### src/rtl/home_rr_arbiter.sv
// Round-robin home-automation arbiter.
// Arbitrates N_SENS masked binary sensors plus heater (cold) and cooler (hot)
// requests derived from a hysteretic temperature compare. One actuator is
// driven at a time, and each grant is held for at most MAX_HOLD cycles.
// All state changes on the falling edge of Clk.
module home_rr_arbiter #(
    parameter int N_SENS   = 4,
    parameter int TW       = 7,
    parameter int T_LOW    = 50,
    parameter int T_HIGH   = 70,
    parameter int HYST     = 2,
    parameter int MAX_HOLD = 4,
    localparam int NCH     = N_SENS + 2,
    localparam int DW      = $clog2(NCH + 1)
) (
    input  logic              Clk,
    input  logic              Rst,
    input  logic              En,
    input  logic [N_SENS-1:0] Sens,
    input  logic [N_SENS-1:0] SMask,
    input  logic [TW-1:0]     ST,
    output logic [NCH-1:0]    Act,
    output logic [DW-1:0]     display,
    output logic              busy
);
    localparam int IW = $clog2(NCH);
    localparam int HW = $clog2(MAX_HOLD + 1);

    localparam logic [TW-1:0] C_SET = TW'(T_LOW);
    localparam logic [TW-1:0] C_CLR = TW'(T_LOW + HYST);
    localparam logic [TW-1:0] H_SET = TW'(T_HIGH);
    localparam logic [TW-1:0] H_CLR = TW'(T_HIGH - HYST);

    typedef enum logic {IDLE, GRANT} state_t;

    state_t              r_state;
    logic [N_SENS-1:0]   r_sens;
    logic                r_cold;
    logic                r_hot;
    logic [IW-1:0]       r_ptr;
    logic [IW-1:0]       r_g;
    logic [HW-1:0]       r_hold;

    logic [NCH-1:0]      w_req;
    logic [IW-1:0]       w_nxt;
    logic [IW:0]         w_pf;
    logic [IW:0]         w_nf;

    // First requester at or after start, wrapping at NCH; MSB flags found.
    function automatic logic [IW:0] find_req(input logic [NCH-1:0] req,
                                             input logic [IW-1:0]  start);
        logic [IW:0] res;
        int          j;
        res = '0;
        // Scan farthest-first so the nearest hit is the one that sticks.
        for (int k = NCH - 1; k >= 0; k--) begin
            j = int'(start) + k;
            if (j >= NCH) j = j - NCH;
            if (req[IW'(j)]) res = {1'b1, IW'(j)};
        end
        return res;
    endfunction

    assign w_req = {r_hot, r_cold, r_sens};
    assign w_nxt = (r_g == IW'(NCH - 1)) ? '0 : r_g + 1'b1;
    assign w_pf  = find_req(w_req, r_ptr);
    assign w_nf  = find_req(w_req, w_nxt);

    // Request stage: masked sensors and hysteretic cold/hot flags.
    always_ff @(negedge Clk) begin
        if (!Rst) begin
            r_sens <= '0;
            r_cold <= 1'b0;
            r_hot  <= 1'b0;
        end else begin
            r_sens <= Sens & ~SMask;
            if (ST < C_SET)       r_cold <= 1'b1;
            else if (ST >= C_CLR) r_cold <= 1'b0;
            if (ST > H_SET)       r_hot  <= 1'b1;
            else if (ST <= H_CLR) r_hot  <= 1'b0;
        end
    end

    // Grant FSM with registered outputs; ptr survives an enable drop.
    always_ff @(negedge Clk) begin
        if (!Rst) begin
            r_state <= IDLE;
            r_ptr   <= '0;
            r_g     <= '0;
            r_hold  <= '0;
            Act     <= '0;
            display <= '0;
            busy    <= 1'b0;
        end else if (!En) begin
            r_state <= IDLE;
            r_hold  <= '0;
            Act     <= '0;
            display <= '0;
            busy    <= 1'b0;
        end else begin
            case (r_state)
                IDLE: begin
                    if (w_pf[IW]) begin
                        r_state <= GRANT;
                        r_g     <= w_pf[IW-1:0];
                        r_hold  <= '0;
                        Act     <= NCH'(1) << w_pf[IW-1:0];
                        display <= DW'(w_pf[IW-1:0]) + DW'(1);
                        busy    <= 1'b1;
                    end
                end
                GRANT: begin
                    if (!w_req[r_g] || r_hold == HW'(MAX_HOLD - 1)) begin
                        // Release or expiry: move past the winner, regrant with no gap.
                        r_ptr <= w_nxt;
                        if (w_nf[IW]) begin
                            r_g     <= w_nf[IW-1:0];
                            r_hold  <= '0;
                            Act     <= NCH'(1) << w_nf[IW-1:0];
                            display <= DW'(w_nf[IW-1:0]) + DW'(1);
                        end else begin
                            r_state <= IDLE;
                            r_hold  <= '0;
                            Act     <= '0;
                            display <= '0;
                            busy    <= 1'b0;
                        end
                    end else begin
                        r_hold <= r_hold + 1'b1;
                    end
                end
                default: r_state <= IDLE;
            endcase
        end
    end
endmodule

### config.mk
export PLATFORM = sky130hd
export DESIGN_NAME = home_rr_arbiter
export DESIGN_NICKNAME = d
export VERILOG_FILES = /design/src/rtl/home_rr_arbiter.sv
export SDC_FILE = /design/constraint.sdc
export NUM_CORES = 1
export LEC_CHECK = 0
export CAP_MARGIN = 30
export CORE_MARGIN = 3
export CORE_UTILIZATION = 54
export DETAILED_ROUTE_END_ITERATION = 8
export GPL_TIMING_DRIVEN = 1
export PLACE_DENSITY = 0.78
export SLEW_MARGIN = 20
export SYNTH_ARGS = -nofsm -noshare
export SYNTH_HDL_FRONTEND = slang
export SYNTH_SLANG_ARGS = --single-unit
### constraint.sdc
create_clock -name Clk -period 4 [get_ports Clk]
set_clock_uncertainty 0.05 [all_clocks]
set_input_delay 0.6 -clock Clk [delete_from_list [all_inputs] [get_ports Clk]]
set_output_delay 0.6 -clock Clk [all_outputs]
set_load 0.01 [all_outputs]
==> key figures <==
Synth
  – Ys flop type: dfxtp_1
  – Mux contribution to synthesized area: 10.4%
  – Async set-reset flop share out of synthesis: 0%
  – Syn_area_per_cell: between 7 and 8 um2
  – Post-synthesis register bit count: 26
  – Syn_nets: around 470
  – Seq/Total Area, Yosys: roughly 16%
  – Post-synth EDFFs: 0
  – Synth Area in Compound Gates: roughly 29%
  – Post-Synth Simple-Gate Area: between 20% and 30%
  – Adder-Cell Fraction of Synth Area: 7.39%
  – Synth Cell Area: roughly 0.0034 mm2
  – Yosys warns: 0
  – Largest family of logic cells by synthesized area: compound AO/OA/AOI/OAI gates
  – Post-Synth XOR/XNOR Area: under 10%
  – Synthesized netlist cell count: roughly 430
  – Library cells used by synthesis: between 80 and 90

Clocking
  – Post-CTS Resized: 0
  – Number of buffers created by CTS: 3
  – CTS tree: built
  – Worst-path clk slew: around 0.050 ns
  – CTS sink cnt: 26
  – H-tree levels: 1
  – Clock latency on the worst-skew pair: ~0.36 ns
  – Hold Buf Count CTS: 0
  – # Post-CTS Setup Buffers: 0
  – Clock buffer depth: 2
  – Clock Tree Root: clkbuf_8

Timing
  – Sum Neg Setup Slack: 0 ns
  – Final Hold Viols: 0
  – Worst-margin pin slew: just under 0.8 ns
  – Final setup violation count: 0
  – Max-slew violation count: 0
  – Unrepaired setup endpoints after global routing: false
  – Slew HR: between 40% and 50%
  – Hold Slack: 0.436 ns

Place
  – Placer Congestion: approximately 0.94
  – Post-DP HPWL: 6500 um
  – # port buffers: 27
  – Placed cell area: about 0.0037 mm2

Critical path
  – RR Endpoint: display[2]
  – R2R Path Start: r_g[0]
  – Worst Path Max Fanout: 2
  – Cell class contributing the biggest share of worst-path delay: buffers and inverters
  – Data arrival, critical path: between 3 and 4 ns
  – Worst setup EP type: primary output
  – Startpoint Class: register
  – Kind of critical path: reg -> out
  – Slowest cell delay on critical path: around 0.54 ns
  – Worst path cell trace: clkdlybuf4s50_1
  – Reg2Reg Setup Slack: between 0.15 and 0.2 ns
  – Worst path bufs/invs: 1
  – Reg2Reg Depth: 16
  – Slowest CP cell: clkdlybuf4s50_1
  – CP required: 3.35 ns

Min path
  – WHS Path Cells: 2
  – Worst Hold End: busy
  – Hold path startpoint: busy
  – Worst Hold Class: reg -> reg

Global routing
  – GR Overflow Total: 0
  – Initial antenna violation count: 0
  – Largest net degree at the start of global routing: 24
  – All-layer global routing usage: ~24%
  – Via count of the first global-routing pass: 3257
  – First-pass GRT wire length: ~15000 um

Cells and area
  – Commonest non-fill, non-tap cell in the layout: nor2_1
  – N_diodes: 0
  – Fin util: roughly 64%
  – Layout area overhead: 14.0%
  – Most frequent cells in the layout: 48 x nor2_1, 46 x nand2_1, 44 x inv_1
  – Layout Nets: 512
  – Design Area, Final: between 0.003 and 0.004 mm2
  – Share of cells above drive strength 1: 14.3%

Drt
  – Vias/cell: between 6 and 7
  – DRC viols: 0
  – Detailed-route via count: ~3400
  – Drt wl/cell: about 16 um
  – DR iter-0 viols: a little under 300
  – DRT Wirelength: just under 9000 um
  – DR pass1 iterations: 5
  – DRT antenna net count: 0

Outcome
  – Status: finished clean

Floorplan
  – Die width: between 80 and 90 um
  – Initial Utilization: around 56%
  – Die Span Y: roughly 85 um
  – Core area: 0.00596 mm2
  – Die area: 0.00719 mm2
  – I/O pins: 28
  – Rows: 28

Run
  – Max Cap Violations: 0

Power and ir drop
  – Max VDD drop: approximately 0.00046 V
  – Leakage Power: approximately 1.6 nW
  – P per Cell Area: a little over 800 mW/mm2
[how the worst max path moves through the flow]
stage | start | end | slack (ns) | cells past startpoint
global route | r_g[0] | display[2] | 0.009 | 15
global placement | ST[0] | r_hot | -0.02 | 4
floorplan | r_g[0] | display[2] | 0.02 | 20
detailed placement | ST[0] | r_hot | -0.06 | 4
finish | busy | busy | 0.11 | 1
CTS | r_g[0] | display[2] | 0.09 | 15
[layout make-up]
type                       count  area (um2)
tap                           75        93.8
fill                         534        2130
sequential                    26         520
clock inverter                27         104
multi-input combinational    356        2600
inverter                      18        67.6
timing repair buffer          44         398
clock buffer                   3        41.3
[logic make-up (layout without fill, tap and decap cells)]
logic type / Yosys count / in the layout
xor+xnor: 11 / 11
mux: 29 / 29
buf+inv: 47 / 92
fa+ha+maj: 20 / 20
flops: 26 / 26
simple gates: 173 / 173
compound gates: 123 / 123
[report_power, final]
part | internal (W) | switching [W]
registers | 0.000318 | 0.0000675
clock network | 0.000105 | 0.000165
logic | 0.00105 | 0.00137
total | 0.00148 | 0.00160
[metal layers]
metal	GRT usage [%]	part of all wire (%)	vias to the layer above
met3	4.81	6.1	16
met5	0	0	-
met4	7.34	1.3	0
li1	-	-	1671
met1	32.8	47	1571
met2	39.3	46	123
[Yosys cell counts (3+ instances only)]
cell	count	share of area, %
a31oi_1	5	0.93
nor2b_1	4	0.75
a22oi_1	5	1.1
nor3_1	7	1.0
nor2_1	48	5.4
o31ai_1	3	0.67
a21o_1	3	0.67
nor4b_1	3	0.78
or2_2	4	0.75
mux2_2	8	2.7
nor3b_1	4	0.90
a211oi_1	9	2.0
o21ai_1	9	1.3
clkbuf_1	5	0.56
buf_2	13	1.9
xor2_1	3	0.78
and2_1	10	1.9
o211a_1	3	0.90
a21oi_1	22	3.3
dfxtp_1	26	16
inv_1	19	2.1
nand2b_1	12	2.2
o22ai_1	4	0.75
nand2_1	46	5.1
buf_4	4	0.90
o21ai_0	11	1.6
o31a_1	3	0.78
xnor2_1	7	1.8
nand3_1	8	1.2
and3_1	4	0.75
or3_1	3	0.56
mux2i_1	15	4.5
buf_6	6	2.0
ha_1	19	7.1
[stage by stage]
| step | instances | setup slack, ns | power [W] |
|---|---|---|---|
| 2_1_floorplan | 429 | 0.0198 | 0.00230 |
| 3_3_place_gp | 520 | -0.0202 | 0.00275 |
| 3_5_place_dp | 520 | -0.0576 | 0.00279 |
| 4_1_cts | 549 | 0.0906 | 0.00305 |
| 5_1_grt | 549 | 0.00895 | 0.00336 |
| 6_report | 549 | 0.112 | 0.00308 |
[registers in the layout (all words and copies together), names as in the netlist]
| register | count |
|---|---|
| r_sens | 4 |
| r_ptr | 3 |
| r_g | 3 |
| busy | 1 |
| r_hold | 3 |
| r_cold | 1 |
| Act | 6 |
| r_hot | 1 |
| r_state | 1 |
| display | 3 |
Note: power is estimated with default switching activity, not from simulation.
